==> config.mk <==
export PLATFORM = sky130hd
export DESIGN_NAME = shift_rows_pipe_flat
export DESIGN_NICKNAME = d
export VERILOG_FILES = /design/src/rtl/shift_rows_pipe_if.sv /design/src/rtl/shift_rows_pipe.sv /design/src/flat_wrapper.sv
export SDC_FILE = /design/constraint.sdc
export NUM_CORES = 1
export LEC_CHECK = 0
export CAP_MARGIN = 20
export CORE_MARGIN = 10
export CORE_UTILIZATION = 40
export DETAILED_ROUTE_END_ITERATION = 7
export PLACE_DENSITY = 0.68
export RECOVER_POWER = 50
export SYNTH_ARGS = -nofsm -noshare
export SYNTH_HDL_FRONTEND = slang
export SYNTH_SLANG_ARGS = --single-unit
export TNS_END_PERCENT = 30
==> constraint.sdc <==
create_clock -name clk -period 1.35 [get_ports clk]
set_input_delay 0.135 -clock clk [delete_from_list [all_inputs] [get_ports clk]]
set_output_delay 0.135 -clock clk [all_outputs]
set_load 0.01 [all_outputs]
==> src/rtl/shift_rows_pipe_if.sv <==
// rtl/shift_rows_pipe_if.sv - valid/ready beat carrying a Rijndael state and its direction bit
interface shift_rows_pipe_if #(
  parameter int W = 128
);
  logic         valid;
  logic         ready;
  logic         inv;
  logic [W-1:0] data;

  modport master (output valid, output inv, output data, input ready);
  modport slave  (input valid, input inv, input data, output ready);
endinterface

==> src/rtl/shift_rows_pipe.sv <==
// rtl/shift_rows_pipe.sv - registered ShiftRows/InvShiftRows with a 2-entry skid buffer
module shift_rows_pipe #(
  parameter int NB = 4
) (
  input  logic               clk,
  input  logic               rst_n,
  input  logic               flush,
  shift_rows_pipe_if.slave   i_s,
  shift_rows_pipe_if.master  o_m
);
  localparam int W = 32 * NB;

  generate
    if (NB != 4 && NB != 6 && NB != 8) begin : g_bad_nb
      $error("shift_rows_pipe: NB must be 4, 6 or 8");
    end
  endgenerate

  // Byte k sits at row k%4, column k/4, most significant byte first.
  function automatic logic [W-1:0] f_perm(input logic [W-1:0] d, input logic inv);
    logic [W-1:0] res;
    int           s;
    int           src;
    res = '0;
    for (int c = 0; c < NB; c++) begin
      for (int r = 0; r < 4; r++) begin
        s   = (NB == 8 && r >= 2) ? r + 1 : r;
        src = inv ? (c - s + NB) % NB : (c + s) % NB;
        res[W-1-8*(4*c+r) -: 8] = d[W-1-8*(4*src+r) -: 8];
      end
    end
    return res;
  endfunction

  logic         r_o_valid;
  logic         r_o_inv;
  logic [W-1:0] r_o_data;
  logic         r_s_valid;
  logic         r_s_inv;
  logic [W-1:0] r_s_data;

  logic [W-1:0] w_perm;
  logic         w_acc;
  logic         w_pop;
  logic         w_o_free;

  assign w_perm   = f_perm(i_s.data, i_s.inv);
  assign w_acc    = i_s.valid & ~r_s_valid;
  assign w_pop    = r_o_valid & o_m.ready;
  assign w_o_free = ~r_o_valid | w_pop;

  assign i_s.ready = ~r_s_valid;
  assign o_m.valid = r_o_valid;
  assign o_m.inv   = r_o_inv;
  assign o_m.data  = r_o_data;

  always_ff @(posedge clk or negedge rst_n) begin
    if (!rst_n) begin
      r_o_valid <= 1'b0;
      r_o_inv   <= 1'b0;
      r_o_data  <= '0;
      r_s_valid <= 1'b0;
      r_s_inv   <= 1'b0;
      r_s_data  <= '0;
    end else if (flush) begin
      r_o_valid <= 1'b0;
      r_s_valid <= 1'b0;
    end else if (w_o_free) begin
      if (r_s_valid) begin
        // Skid beat is older than anything arriving now, so it moves up first.
        r_o_valid <= 1'b1;
        r_o_inv   <= r_s_inv;
        r_o_data  <= r_s_data;
        r_s_valid <= w_acc;
        if (w_acc) begin
          r_s_inv  <= i_s.inv;
          r_s_data <= w_perm;
        end
      end else begin
        r_o_valid <= w_acc;
        if (w_acc) begin
          r_o_inv  <= i_s.inv;
          r_o_data <= w_perm;
        end
      end
    end else if (w_acc) begin
      r_s_valid <= 1'b1;
      r_s_inv   <= i_s.inv;
      r_s_data  <= w_perm;
    end
  end
endmodule
==> src/flat_wrapper.sv <==
// flat-port wrapper written by rule: the top's interface ports become plain ports
module shift_rows_pipe_flat 
#(
  parameter int NB = 4
)
  (clk, rst_n, flush, i_s_valid, i_s_inv, i_s_data, i_s_ready, o_m_valid, o_m_inv, o_m_data, o_m_ready);
  shift_rows_pipe_if i_s_i ();
  shift_rows_pipe_if o_m_i ();
  input  logic clk;
  input  logic rst_n;
  input  logic flush;
  input wire logic [$bits(i_s_i.valid)-1:0] i_s_valid;
  input wire logic [$bits(i_s_i.inv)-1:0] i_s_inv;
  input wire logic [$bits(i_s_i.data)-1:0] i_s_data;
  output wire logic [$bits(i_s_i.ready)-1:0] i_s_ready;
  output wire logic [$bits(o_m_i.valid)-1:0] o_m_valid;
  output wire logic [$bits(o_m_i.inv)-1:0] o_m_inv;
  output wire logic [$bits(o_m_i.data)-1:0] o_m_data;
  input wire logic [$bits(o_m_i.ready)-1:0] o_m_ready;
  assign i_s_i.valid = i_s_valid;
  assign i_s_i.inv = i_s_inv;
  assign i_s_i.data = i_s_data;
  assign i_s_ready = i_s_i.ready;
  assign o_m_valid = o_m_i.valid;
  assign o_m_inv = o_m_i.inv;
  assign o_m_data = o_m_i.data;
  assign o_m_i.ready = o_m_ready;
  shift_rows_pipe #(.NB(NB)) u_core (.clk(clk), .rst_n(rst_n), .flush(flush), .i_s(i_s_i), .o_m(o_m_i));
endmodule
Word-level counts from Yosys, hierarchy flattened
Cells that the tools add are included.

$add $sub $neg: 16. Equal/unequal tests: 1. Shift operators: 8. Multiplexer cells: 21. Bitwise operators: 6. Reductions and logical operators: 5.

Operator list (number): 135-bit by 32-bit indexed part select with 8-bit output (8); 128-bit two-way mux (5); 8-bit by 32-bit subtractor with 32-bit output, first input constant (8); 29-bit by 2-bit adder with 29-bit output, second input constant (4); 29-bit by 3-bit adder with 29-bit output, second input constant (2); 1-bit two-way mux (12); 4-bit by 2-bit adder with 5-bit output, second input constant (2); 2-bit two-way mux (4); 2-bit nonzero test (2); 1-bit NOT (3); 3-bit AND reduction (1); 3-bit nonzero test (1); 1-bit bitwise AND (2); 2-bit by 1-bit != test with 1-bit output, second input constant (1); 2-bit AND reduction (1); 1-bit bitwise OR (1).

Flip-flop bits (word level): 260. Bits of input ports: 134. Output and inout port bits: 131. Logic and storage cells: 63.

Longest topological paths before layout
Depth after elaboration: 7. Gate-level depth with buffers: 6. Gate-level depth less buffers: 3.

Worst setup path after synthesis
No wires, ideal clock.

Kind: register to register. Start: reg u_core.r_o_valid, in the netlist u_core.o_m.valid. End: reg u_core.r_s_data[100]. Library setup time: 0.125 ns. Data arrival time: 1.329 ns. Required time: 1.225 ns. Slack: -0.104 ns. Stages on the path, launching flop included: 6. Path buffers: 2. Period minus slack after synthesis: 1.454 ns. Path through: dfrtp_1 -> and2b_1 -> nand3_2 -> buf_6 -> buf_6 -> mux2_4.

Word-level cells in the longest chain between the ends: 4. Elaborated cells on any way between the ends: 6. Classes of those cells: eq/ne (1); mux (1); bitwise (3); reduce/logical (1).

Ends and longest elaborated chain: start, declared (line shift_rows_pipe.sv:35) `logic r_o_valid;`; start signal, assigned (line shift_rows_pipe.sv:80) `r_o_valid <= w_acc;`; 1-bit bitwise AND or 1-bit NOT (tied branches) (line shift_rows_pipe.sv:49, shift_rows_pipe.sv:50); 1-bit bitwise OR (*) (line shift_rows_pipe.sv:50) `assign w_o_free = ~r_o_valid | w_pop;`; 2-bit by 1-bit != test with 1-bit output (no source line); 2-bit AND reduction (no source line); end signal, assigned (line shift_rows_pipe.sv:77) `r_s_data <= w_perm;`; end signal, assigned (line shift_rows_pipe.sv:89) `r_s_data <= w_perm;`; end, declared (line shift_rows_pipe.sv:40) `logic [W-1:0] r_s_data;`.

Mark *: on every way between the ends. The rest lies on a longest branch, timed or not. A chain may end at the register's enable or synchronous reset.

Final worst setup path
Start: reg u_core.r_s_valid. End: reg u_core.r_s_data[26].

Word-level cells in the longest chain between the ends: 5. Elaborated cells on any way between the ends: 7. Classes of those cells: eq/ne (1); mux (3); bitwise (2); reduce/logical (1).

Ends and longest elaborated chain: start, declared (line shift_rows_pipe.sv:38) `logic r_s_valid;`; start signal, assigned (line shift_rows_pipe.sv:74) `r_s_valid <= w_acc;`; 1-bit NOT (line shift_rows_pipe.sv:48) `assign w_acc = i_s.valid & ~r_s_valid;`; 1-bit bitwise AND (line shift_rows_pipe.sv:48); 128-bit two-way mux (3 in a row).

Several ways; a longest one is shown, not always the timed one. The select of a mux whose other input is x is not followed.

==> metrics.csv <==
metric,value,unit
fill count,2446,
FF-to-FF path depth,5,
status,finished with violations,
data required time of the critical path,1770,ps
CP Capture Type,flip-flop,
Starting DRT DRC Count,440,
clock root cell,clkbuf_16,
first drt pass iteration count,5,
Layout Nets,1382,
max-slew violations,0,
leakage,0.00815,uW
Synth area leader,dfrtp_1,
routed len/inst,22.6,um
R2R Setup Slk,-210,ps
worst-path maximum fanout,13,
final core occ,58.6,%
clk_lat worst skew,550,ps
total power,25000,uW
clock slew at reported path FFs,60,ps
synthesized area,12200,um2
Yosys cell types,19,
proportion of layout cells with a drive suffix above 1,36.5,%
IO Count,265,
Pwr Density,1430,nW/um2
reg2reg start,u_core.r_s_valid,
min Tclk post-route,1560,ps
die height,195,um
WL final,37600,um
DIE WIDTH,195,um
dpl hpwl,24600,um
hold endpoint,u_core.r_s_inv,
CP Class,flip-flop to flip-flop,
worst hold path type,input port to flip-flop,
"slowest stage delay, CP",530,ps
Hold Path Origin,i_s_inv,
row cnt,63,
RePlAce Congestion,0.823,
top post-synthesis cells by area,"dfrtp_1 53%, mux2_4 12%, mux2i_1 11%",
H-tree Lvls,1,
Post-Synthesis Cells,928,
IO buf count,264,
critical path launch point type,flip-flop,
Max-slew headroom,45.3,%
maxcap violations,0,
slack of the critical path,-209,ps
worst slew pin tran,820,ps
vias,8795,
worst-case clock buffer depth,3,
Initial Utilization,40.8,%
sequential cell area fraction in the yosys report,53.4,%
failing checks,negative setup slack,
RSZ-0062 raised after global routing,true,
initial antenna violation count,2,
Seq cells post-synth,260,
Num CTS Buffers,29,
crit path DAT,1980,ps
# setup viols final,259,
crit share post-route,115,%
TritonCTS clock tree,done,
Max Clock Freq,642,MHz
Tot GR Track Use,18.8,%
global-route wire length before repair,57500,um
DRC errors left,0,
vias per cell,5.29,
worst-path cell chain,nor2_4 > nand3_4 > buf_12 > buf_12 > mux2_4,
VDD IR max,920,uV
YS warnings,0,
Crit-path slowest cell,dfrtp_4,
die area,37800,um2
worst r2r dst,u_core.r_s_data[26],
final hold violation count,0,
Layout area overhead,43.6,%
Hold Path Depth,3,
largest net degree at the start of global routing,51,
antenna-violating nets left,0,
Synth top area share,53.4,%
gr ovfl total,0,
post-synthesis area per instance,13.1,um2
Clock Sink Count,260,
Fin Clk Skew,6.75,ps
Core ar.,29900,um2
Post-Route Setup TNS,-33280,ps
"Top cell by count, worst path",buf_12,
vias in the first global route,9306,
Mapped Nets,1062,
[state kept, by name, summed over array words and instances (netlist names)]
| name | cells |
|---|---|
| u_core.r_s_inv | 1 |
| u_core.r_s_data | 128 |
| u_core.o_m.valid | 1 |
| u_core.o_m.data | 128 |
| u_core.r_s_valid | 1 |
| u_core.o_m.inv | 1 |
[how the worst max path moves through the flow]
stage                     startpoint                    to  slack (ps)  cells past startpoint
finish              u_core.r_s_valid   u_core.r_s_data[26]        -210                      5
global route        u_core.r_s_valid   u_core.r_s_data[30]        -250                      5
CTS                 u_core.r_s_valid             i_s_ready        -210                      3
detailed placement         i_s_valid   u_core.o_m.data[81]        -460                      5
global placement           i_s_valid   u_core.o_m.data[44]        -370                      5
floorplan           u_core.o_m.valid  u_core.r_s_data[100]         -90                      5
[kinds of logic (layout without fill, tap and decap cells)]
logic type	count (synthesis)	count (layout)	share of synthesized area, %
compound gates	260	260	10.8
buf+inv	79	421	3.90
flops	260	260	53.4
mux	322	322	31.5
other cells	0	2	0
simple gates	7	7	0.359
[placed cells by master, fill, tap and decap left out, types with 18 or more instances in the layout]
cell / Yosys / routed
mux2_2: 92 / 92
buf_6: 14 / 18
o21ai_1: 14 / 96
clkdlybuf4s50_1: 0 / 131
clkbuf_16: 0 / 34
dfrtp_1: 260 / 259
mux2_4: 101 / 101
buf_12: 0 / 30
o21ai_2: 0 / 22
buf_2: 14 / 27
buf_4: 11 / 25
mux2i_1: 129 / 117
clkdlybuf4s15_1: 0 / 56
o21ai_0: 244 / 140
clkbuf_2: 12 / 34
[synth_stat cells, drive strengths merged]
cell type / count
nand2b: 2
dfrtp: 260
clkbuf: 39
buf: 39
inv: 1
mux2i: 129
nor2: 3
o21bai: 1
o21ai: 258
a21oi: 1
nand3: 1
and2b: 1
mux2: 193
[critical path: cells and delay by family, from the launching register on]
kind	cells	cell delay [ps]
and+or+nand+nor	2	250
DFF	1	530
muxes	1	300
buffers and inverters	2	350
[layer usage]
layer | global-route usage, % | wire length [um]
met1 | 25.2 | 16700
met2 | 30.4 | 18400
met3 | 3.39 | 1750
met4 | 5.17 | 766
met5 | 0 | 0
[final cells by class]
cell class,instances,area [um2],share of cell area (%)
clock buffer,38,820,4.68
inverter,1,16.3,0.0930
tap,390,488,2.79
clock inverter,15,288,1.64
multi-input combinational,589,5380,30.7
sequential,260,6510,37.2
timing repair buffer,367,3990,22.8
antenna,2,5.00,0.0286
[power breakdown]
part / total, uW / switching (uW) / internal (uW)
sequential: 10500 / 991 / 9470
clock: 9110 / 3320 / 5790
combinational: 5380 / 2240 / 3140
[per-stage QoR]
stage / cell area [um2] / setup WS (ps) / std cells / hold slack, ps
after floorplan: 12300 / -94.2 / 928 / -161
after global placement: 15700 / -368 / 1571 / 23.6
after detailed placement: 15700 / -460 / 1571 / 24.8
after CTS: 17300 / -215 / 1643 / 38.6
after global routing: 17500 / -251 / 1662 / 182
final: 17500 / -209 / 1662 / 173
[repair_timing]
action | CTS | global route
hold buffers | 1 | 0
buffers inserted | 9 | 12
setup endpoints to repair | 389 | 307
cloned | 9 | 5
gates resized for setup | 437 | 134
pin swaps | 17 | 19
hold endpoints to repair | 260 | 0
Power figures use the tool's default switching activity.
